## src/rtl/sequenciador_produto_escalar_if.sv

```systemverilog
//----------------------------------------------------------------------------
// sequenciador_produto_escalar_if : operand stream, engine and result stream
// bundle for the dot-product sequencer.  Revision: 1.0
//----------------------------------------------------------------------------
`default_nettype none

interface sequenciador_produto_escalar_if #(
   parameter int CNT_W = 16
);
   logic                    i_clear;
   logic                    i_valid;
   logic                    o_ready;
   logic signed [31:0]      i_a;
   logic signed [31:0]      i_b;
   logic                    o_start;
   logic signed [31:0]      o_a0, o_a1, o_a2, o_a3, o_a4, o_a5, o_a6, o_a7;
   logic signed [31:0]      o_b0, o_b1, o_b2, o_b3, o_b4, o_b5, o_b6, o_b7;
   logic                    i_done;
   logic signed [63:0]      i_result;
   logic                    o_res_valid;
   logic                    i_res_ready;
   logic signed [63:0]      o_res_data;
   logic                    o_busy;
   logic [3:0]              o_count;
   logic [CNT_W-1:0]        o_jobs;
   logic                    o_timeout;

   // master: the sequencer itself; slave: the surrounding SoC / engine side
   modport master (
      input  i_clear, i_valid, i_a, i_b, i_done, i_result, i_res_ready,
      output o_ready, o_start,
      output o_a0, o_a1, o_a2, o_a3, o_a4, o_a5, o_a6, o_a7,
      output o_b0, o_b1, o_b2, o_b3, o_b4, o_b5, o_b6, o_b7,
      output o_res_valid, o_res_data, o_busy, o_count, o_jobs, o_timeout
   );

   modport slave (
      output i_clear, i_valid, i_a, i_b, i_done, i_result, i_res_ready,
      input  o_ready, o_start,
      input  o_a0, o_a1, o_a2, o_a3, o_a4, o_a5, o_a6, o_a7,
      input  o_b0, o_b1, o_b2, o_b3, o_b4, o_b5, o_b6, o_b7,
      input  o_res_valid, o_res_data, o_busy, o_count, o_jobs, o_timeout
   );
endinterface

`default_nettype wire

```

## src/rtl/sequenciador_produto_escalar.sv

```systemverilog
//----------------------------------------------------------------------------
// sequenciador_produto_escalar : gathers 8 operand pairs, starts the dot-product
// engine, returns its result on a stream. Optional WAIT watchdog: PRODSEQ_TIMEOUT_EN.
// Revision: 1.0
//----------------------------------------------------------------------------
`default_nettype none

module sequenciador_produto_escalar #(
   parameter int TIMEOUT = 64,
   parameter int CNT_W   = 16
) (
   input  logic                               clk,
   input  logic                               rst,
   sequenciador_produto_escalar_if.master     bus
);

   typedef enum logic [1:0] {
      S_FILL  = 2'd0,
      S_START = 2'd1,
      S_WAIT  = 2'd2,
      S_OUT   = 2'd3
   } state_t;

   state_t             state_q, state_d;
   logic [3:0]         count_q, count_d;
   logic signed [31:0] a_q [8];
   logic signed [31:0] a_d [8];
   logic signed [31:0] b_q [8];
   logic signed [31:0] b_d [8];
   logic signed [63:0] res_q, res_d;
   logic [CNT_W-1:0]   jobs_q, jobs_d;
   logic               timeout_q, timeout_d;
   logic               wait_expired;

`ifdef PRODSEQ_TIMEOUT_EN
   localparam int WCNT_W = $clog2(TIMEOUT + 1);
   logic [WCNT_W-1:0] wcnt_q;

   assign wait_expired = (wcnt_q == WCNT_W'(TIMEOUT - 1));

   // Counts cycles spent in WAIT; restarts from zero on every entry.
   always_ff @(posedge clk or posedge rst) begin
      if (rst) begin
         wcnt_q <= '0;
      end else if (state_q == S_WAIT) begin
         wcnt_q <= wcnt_q + 1'b1;
      end else begin
         wcnt_q <= '0;
      end
   end
`else
   assign wait_expired = 1'b0;
`endif

   always_ff @(posedge clk or posedge rst) begin
      if (rst) begin
         state_q   <= S_FILL;
         count_q   <= '0;
         a_q       <= '{default: '0};
         b_q       <= '{default: '0};
         res_q     <= '0;
         jobs_q    <= '0;
         timeout_q <= 1'b0;
      end else begin
         state_q   <= state_d;
         count_q   <= count_d;
         a_q       <= a_d;
         b_q       <= b_d;
         res_q     <= res_d;
         jobs_q    <= jobs_d;
         timeout_q <= timeout_d;
      end
   end

   always_comb begin
      state_d   = state_q;
      count_d   = count_q;
      a_d       = a_q;
      b_d       = b_q;
      res_d     = res_q;
      jobs_d    = jobs_q;
      timeout_d = timeout_q;
      case (state_q)
         S_FILL: begin
            // Clear beats a same-cycle handshake: that pair is dropped.
            if (bus.i_clear) begin
               count_d = '0;
            end else if (bus.i_valid) begin
               a_d[count_q[2:0]] = bus.i_a;
               b_d[count_q[2:0]] = bus.i_b;
               count_d           = count_q + 4'd1;
               if (count_q == 4'd7) begin
                  state_d = S_START;
               end
            end
         end
         S_START: begin
            state_d = S_WAIT;
         end
         S_WAIT: begin
            if (bus.i_done) begin
               res_d   = bus.i_result;
               state_d = S_OUT;
            end else if (wait_expired) begin
               res_d     = 64'sh8000_0000_0000_0000;
               timeout_d = 1'b1;
               state_d   = S_OUT;
            end
         end
         S_OUT: begin
            if (bus.i_res_ready) begin
               jobs_d  = jobs_q + 1'b1;
               count_d = '0;
               state_d = S_FILL;
            end
         end
         default: begin
            state_d = S_FILL;
         end
      endcase
   end

   assign bus.o_ready     = (state_q == S_FILL);
   assign bus.o_start     = (state_q == S_START);
   assign bus.o_res_valid = (state_q == S_OUT);
   assign bus.o_busy      = (state_q != S_FILL);
   assign bus.o_res_data  = res_q;
   assign bus.o_count     = count_q;
   assign bus.o_jobs      = jobs_q;
   assign bus.o_timeout   = timeout_q;

   assign bus.o_a0 = a_q[0];
   assign bus.o_a1 = a_q[1];
   assign bus.o_a2 = a_q[2];
   assign bus.o_a3 = a_q[3];
   assign bus.o_a4 = a_q[4];
   assign bus.o_a5 = a_q[5];
   assign bus.o_a6 = a_q[6];
   assign bus.o_a7 = a_q[7];
   assign bus.o_b0 = b_q[0];
   assign bus.o_b1 = b_q[1];
   assign bus.o_b2 = b_q[2];
   assign bus.o_b3 = b_q[3];
   assign bus.o_b4 = b_q[4];
   assign bus.o_b5 = b_q[5];
   assign bus.o_b6 = b_q[6];
   assign bus.o_b7 = b_q[7];

endmodule

`default_nettype wire

```

## src/flat_wrapper.sv

```systemverilog
// flat-port wrapper written by rule: the top's interface ports become plain ports
module sequenciador_produto_escalar_flat 
#(
   parameter int TIMEOUT = 64,
   parameter int CNT_W   = 16
)
  (clk, rst, bus_i_clear, bus_i_valid, bus_i_a, bus_i_b, bus_i_done, bus_i_result, bus_i_res_ready, bus_o_ready, bus_o_start, bus_o_a0, bus_o_a1, bus_o_a2, bus_o_a3, bus_o_a4, bus_o_a5, bus_o_a6, bus_o_a7, bus_o_b0, bus_o_b1, bus_o_b2, bus_o_b3, bus_o_b4, bus_o_b5, bus_o_b6, bus_o_b7, bus_o_res_valid, bus_o_res_data, bus_o_busy, bus_o_count, bus_o_jobs, bus_o_timeout);
  sequenciador_produto_escalar_if #(.CNT_W(CNT_W)) bus_i ();
  input  logic clk;
  input  logic rst;
  input wire logic [$bits(bus_i.i_clear)-1:0] bus_i_clear;
  input wire logic [$bits(bus_i.i_valid)-1:0] bus_i_valid;
  input wire logic [$bits(bus_i.i_a)-1:0] bus_i_a;
  input wire logic [$bits(bus_i.i_b)-1:0] bus_i_b;
  input wire logic [$bits(bus_i.i_done)-1:0] bus_i_done;
  input wire logic [$bits(bus_i.i_result)-1:0] bus_i_result;
  input wire logic [$bits(bus_i.i_res_ready)-1:0] bus_i_res_ready;
  output wire logic [$bits(bus_i.o_ready)-1:0] bus_o_ready;
  output wire logic [$bits(bus_i.o_start)-1:0] bus_o_start;
  output wire logic [$bits(bus_i.o_a0)-1:0] bus_o_a0;
  output wire logic [$bits(bus_i.o_a1)-1:0] bus_o_a1;
  output wire logic [$bits(bus_i.o_a2)-1:0] bus_o_a2;
  output wire logic [$bits(bus_i.o_a3)-1:0] bus_o_a3;
  output wire logic [$bits(bus_i.o_a4)-1:0] bus_o_a4;
  output wire logic [$bits(bus_i.o_a5)-1:0] bus_o_a5;
  output wire logic [$bits(bus_i.o_a6)-1:0] bus_o_a6;
  output wire logic [$bits(bus_i.o_a7)-1:0] bus_o_a7;
  output wire logic [$bits(bus_i.o_b0)-1:0] bus_o_b0;
  output wire logic [$bits(bus_i.o_b1)-1:0] bus_o_b1;
  output wire logic [$bits(bus_i.o_b2)-1:0] bus_o_b2;
  output wire logic [$bits(bus_i.o_b3)-1:0] bus_o_b3;
  output wire logic [$bits(bus_i.o_b4)-1:0] bus_o_b4;
  output wire logic [$bits(bus_i.o_b5)-1:0] bus_o_b5;
  output wire logic [$bits(bus_i.o_b6)-1:0] bus_o_b6;
  output wire logic [$bits(bus_i.o_b7)-1:0] bus_o_b7;
  output wire logic [$bits(bus_i.o_res_valid)-1:0] bus_o_res_valid;
  output wire logic [$bits(bus_i.o_res_data)-1:0] bus_o_res_data;
  output wire logic [$bits(bus_i.o_busy)-1:0] bus_o_busy;
  output wire logic [$bits(bus_i.o_count)-1:0] bus_o_count;
  output wire logic [$bits(bus_i.o_jobs)-1:0] bus_o_jobs;
  output wire logic [$bits(bus_i.o_timeout)-1:0] bus_o_timeout;
  assign bus_i.i_clear = bus_i_clear;
  assign bus_i.i_valid = bus_i_valid;
  assign bus_i.i_a = bus_i_a;
  assign bus_i.i_b = bus_i_b;
  assign bus_i.i_done = bus_i_done;
  assign bus_i.i_result = bus_i_result;
  assign bus_i.i_res_ready = bus_i_res_ready;
  assign bus_o_ready = bus_i.o_ready;
  assign bus_o_start = bus_i.o_start;
  assign bus_o_a0 = bus_i.o_a0;
  assign bus_o_a1 = bus_i.o_a1;
  assign bus_o_a2 = bus_i.o_a2;
  assign bus_o_a3 = bus_i.o_a3;
  assign bus_o_a4 = bus_i.o_a4;
  assign bus_o_a5 = bus_i.o_a5;
  assign bus_o_a6 = bus_i.o_a6;
  assign bus_o_a7 = bus_i.o_a7;
  assign bus_o_b0 = bus_i.o_b0;
  assign bus_o_b1 = bus_i.o_b1;
  assign bus_o_b2 = bus_i.o_b2;
  assign bus_o_b3 = bus_i.o_b3;
  assign bus_o_b4 = bus_i.o_b4;
  assign bus_o_b5 = bus_i.o_b5;
  assign bus_o_b6 = bus_i.o_b6;
  assign bus_o_b7 = bus_i.o_b7;
  assign bus_o_res_valid = bus_i.o_res_valid;
  assign bus_o_res_data = bus_i.o_res_data;
  assign bus_o_busy = bus_i.o_busy;
  assign bus_o_count = bus_i.o_count;
  assign bus_o_jobs = bus_i.o_jobs;
  assign bus_o_timeout = bus_i.o_timeout;
  sequenciador_produto_escalar #(.TIMEOUT(TIMEOUT), .CNT_W(CNT_W)) u_core (.clk(clk), .rst(rst), .bus(bus_i));
endmodule
```

## config.mk

```make
export PLATFORM = sky130hd
export DESIGN_NAME = sequenciador_produto_escalar_flat
export DESIGN_NICKNAME = d
export VERILOG_FILES = /design/src/rtl/sequenciador_produto_escalar_if.sv /design/src/rtl/sequenciador_produto_escalar.sv /design/src/flat_wrapper.sv
export SDC_FILE = /design/constraint.sdc
export NUM_CORES = 1
export LEC_CHECK = 0
export CAP_MARGIN = 20
export CORE_AREA = 2 2 287 289
export DETAILED_ROUTE_END_ITERATION = 12
export DIE_AREA = 0 0 289 291
export DONT_BUFFER_PORTS = 1
export PLACE_DENSITY = 0.4
export SYNTH_ARGS = -nofsm -noshare
export SYNTH_HDL_FRONTEND = slang
export SYNTH_SLANG_ARGS = --single-unit
export TNS_END_PERCENT = 50
```

## constraint.sdc

```tcl
create_clock -name clk -period 18.7 [get_ports clk]
set_input_delay 1.87 -clock clk [delete_from_list [all_inputs] [get_ports clk]]
set_output_delay 1.87 -clock clk [all_outputs]
set_load 0.05 [all_outputs]
```

==> results.yml <==
timing:
  finalCritPeriodShare: 0.216
  relSlewSlack: 0.345
  max_freq_ghz: 0.248
  skew_ns: 0.0262
  finalMaxSlewViolations: 0
  rsz0062_at_grt: "no"
  finalSetupTns_ns: 0
  hold_viol: 0
  report.final.setup_viol: 0
  worst_pin_slew_ns: 0.983
  min_period_ns: 4.04
drt:
  viasPerCell: 4.60
  ant_nets: 0
  totalWireLength_mm: 69.6
  post_drt_wl_per_cell_microns: 27.9
  drtIter0Drc: 460
  drc: 0
  first_pass_iters: 5
  vias: 11468
floorplanning:
  row_count: 105
  ioPinCount: 735
  core_area_sq_um: 81200
  die_area_sq_um: 84100
  die_h_microns: 291
  die_x_microns: 289
  initial_core_util: 0.278
clock_network:
  postCtsHoldBufs: 0
  cts_tree: "built"
  cts_resized: 0
  cts_sinks: 598
  clk_pin_slew_ns: 0.06
  cts_buffer_depth: 3
  cts_root_buffer: "clkbuf_16"
  insertion_delay_ns: 0.61
  htreeDepth: 3
  cts_buffers: 70
  cts_setup_buffers: 0
layout:
  fin_nets: 1508
  largest_reg_flops: 64
  design_area_sq_um: 26100
  layout.cells.non_filler: 2492
  syn2layout_area_growth_pct: 15.6
  drive_above_1_share: 0.502
synth:
  yosysUniqueCellTypes: 34
  yosysWarnings: 0
  synth-async-reset-ratio: 1.00
  synth_most_common_cell: "dfrtp_1"
  synth_top_area_share: 0.662
  ys.flop_type: "dfrtp_1"
  syn_inst: 1333
  synth_edf_count: 0
  synth.avg_cell_area_sq_um: 16.9
  seq_area_frac_synth: 0.662
  synth_nets: 1474
  post-synth-top-area-cell: "dfrtp_1"
  netlist_top_cells_count: "dfrtp_1, mux2_2, buf_6, buf_2, buf_4"
  synth_area_sq_um: 22600
  synth_area_leaders: "dfrtp_1, mux2_2, buf_6, buf_4, xnor2_1"
  ys_seq_elements: 598
pwr:
  power_density_nw_per_um2: 173
  p_int_uw: 2650
  combPwrFrac: 0.090
  leakage_uw: 0.0127
  pwr-share-clk: 0.318
  switching_share: 0.413
  p_total_uw: 4510
  seqPwrFrac: 0.592
  ir_worst_vdd_v: 0.000110
  p_sw_uw: 1870
grt:
  first_global_vias: 12554
  antenna_found_initial: 5
  grt-ovfl-total: 0
  grt_first_pass_wirelength_mm: 98.8
  groute.usage.overall: 0.163
  grt_start_max_net_pins: 122
critical_path:
  r2r-end: "u_core.bus.o_b4[1]"
  r2r_cells: 4
  r2r-start: "u_core.bus.o_count[0]"
  startpoint: "rst"
  end_kind: "async pin"
  rrSetupSlack_ns: 15.71
  critPathKind: "primary input to async pin"
  cp_max_fo: 121
  worst-endpoint-required_ns: 19.37
  crit_end: "u_core.bus.o_b4[0]"
  start_kind: "primary input"
  cp.arrival_ns: 4.71
worst_hold_path:
  hp-class: "flip-flop to flip-flop"
  hold_path_depth: 1
status:
  status: "completed"
placement:
  hpwlAfterDp_mm: 48.4
  portBuffers: 0
  dp_cells: 2364
  place.gp.congestion: 0.771
  place_area_sq_um: 23600
flow_run:
  cap_violations: 0
critical path, cell delays in order:
cell and delay (ns):
inv_8 0.56, buf_4 0.70, buf_4 0.75, buf_4 0.66
layer usage:
| metal | wire, microns | GRT usage | vias up |
|---|---|---|---|
| met4 | 1990 | 0.0575 | 0 |
| li1 | - | - | 4782 |
| met5 | 0 | 0 | - |
| met2 | 35700 | 0.285 | 462 |
| met3 | 7420 | 0.0708 | 101 |
| met1 | 24500 | 0.173 | 6123 |
worst min-delay path by stage:
stage	start	end	slack (ns)
global placement	u_core.state_q[1]	u_core.state_q[1]	0.58
detailed placement	u_core.state_q[1]	u_core.state_q[1]	0.57
finish	u_core.state_q[1]	u_core.state_q[1]	0.58
CTS	u_core.state_q[1]	u_core.state_q[1]	0.59
global route	u_core.state_q[1]	u_core.state_q[1]	0.61
floorplan	u_core.state_q[1]	u_core.state_q[1]	0.53
cell type report:
type	count	area, sq um
clock buffers	106	2110
multi-input cells	666	7130
well taps	1070	1340
repair buffers	24	200
diodes	4	10.0
clock inverters	17	330
flip-flops and latches	598	15000
fillers	7912	55100
inverters	7	33.8
stage by stage:
stage,hold WS (ns),setup WS [ns],util
after floorplan,0.534,0.0918,-
after global placement,0.576,13.89,0.291
after detailed placement,0.573,13.84,0.291
after CTS,0.588,14.50,0.321
after global routing,0.609,14.13,0.322
final,0.583,14.66,0.322
placed cells by master (no fill, tap or decap), drive strengths merged, types with 2 or more instances in the layout:
master / n
clkinv: 7
o21ai: 7
nand2: 14
nand3: 8
dfrtp: 598
nand3b: 2
inv: 10
ha: 7
diode: 4
mux2: 578
bufinv: 7
nand4: 2
buf: 24
nor3: 7
xnor2: 11
clkbuf: 106
nand4b: 2
nand2b: 4
nor3b: 3
nor2: 7
xor2: 4
cells by family (layout without fill, tap and decap cells):
group,count (synthesis),count (layout),share of synthesized area
multiplexers,579,579,0.289
other,1,5,0.000166
XOR/XNOR,15,15,0.00582
buffers and inverters,69,154,0.0230
flip-flops,598,598,0.662
AND/OR/NAND/NOR,53,53,0.0131
adder cells (fa/ha/maj),7,7,0.00388
AO/OA/AOI/OAI,11,11,0.00288
power by group through the flow:
stage | clock network (uW) | logic [uW] | registers (uW)
after floorplan | 0 | 359 | 2580
after global placement | 0 | 395 | 2710
after detailed placement | 0 | 412 | 2710
after CTS | 1480 | 413 | 2680
after global routing | 1540 | 449 | 2710
final | 1440 | 404 | 2670
Power figures use the tool's default switching activity.
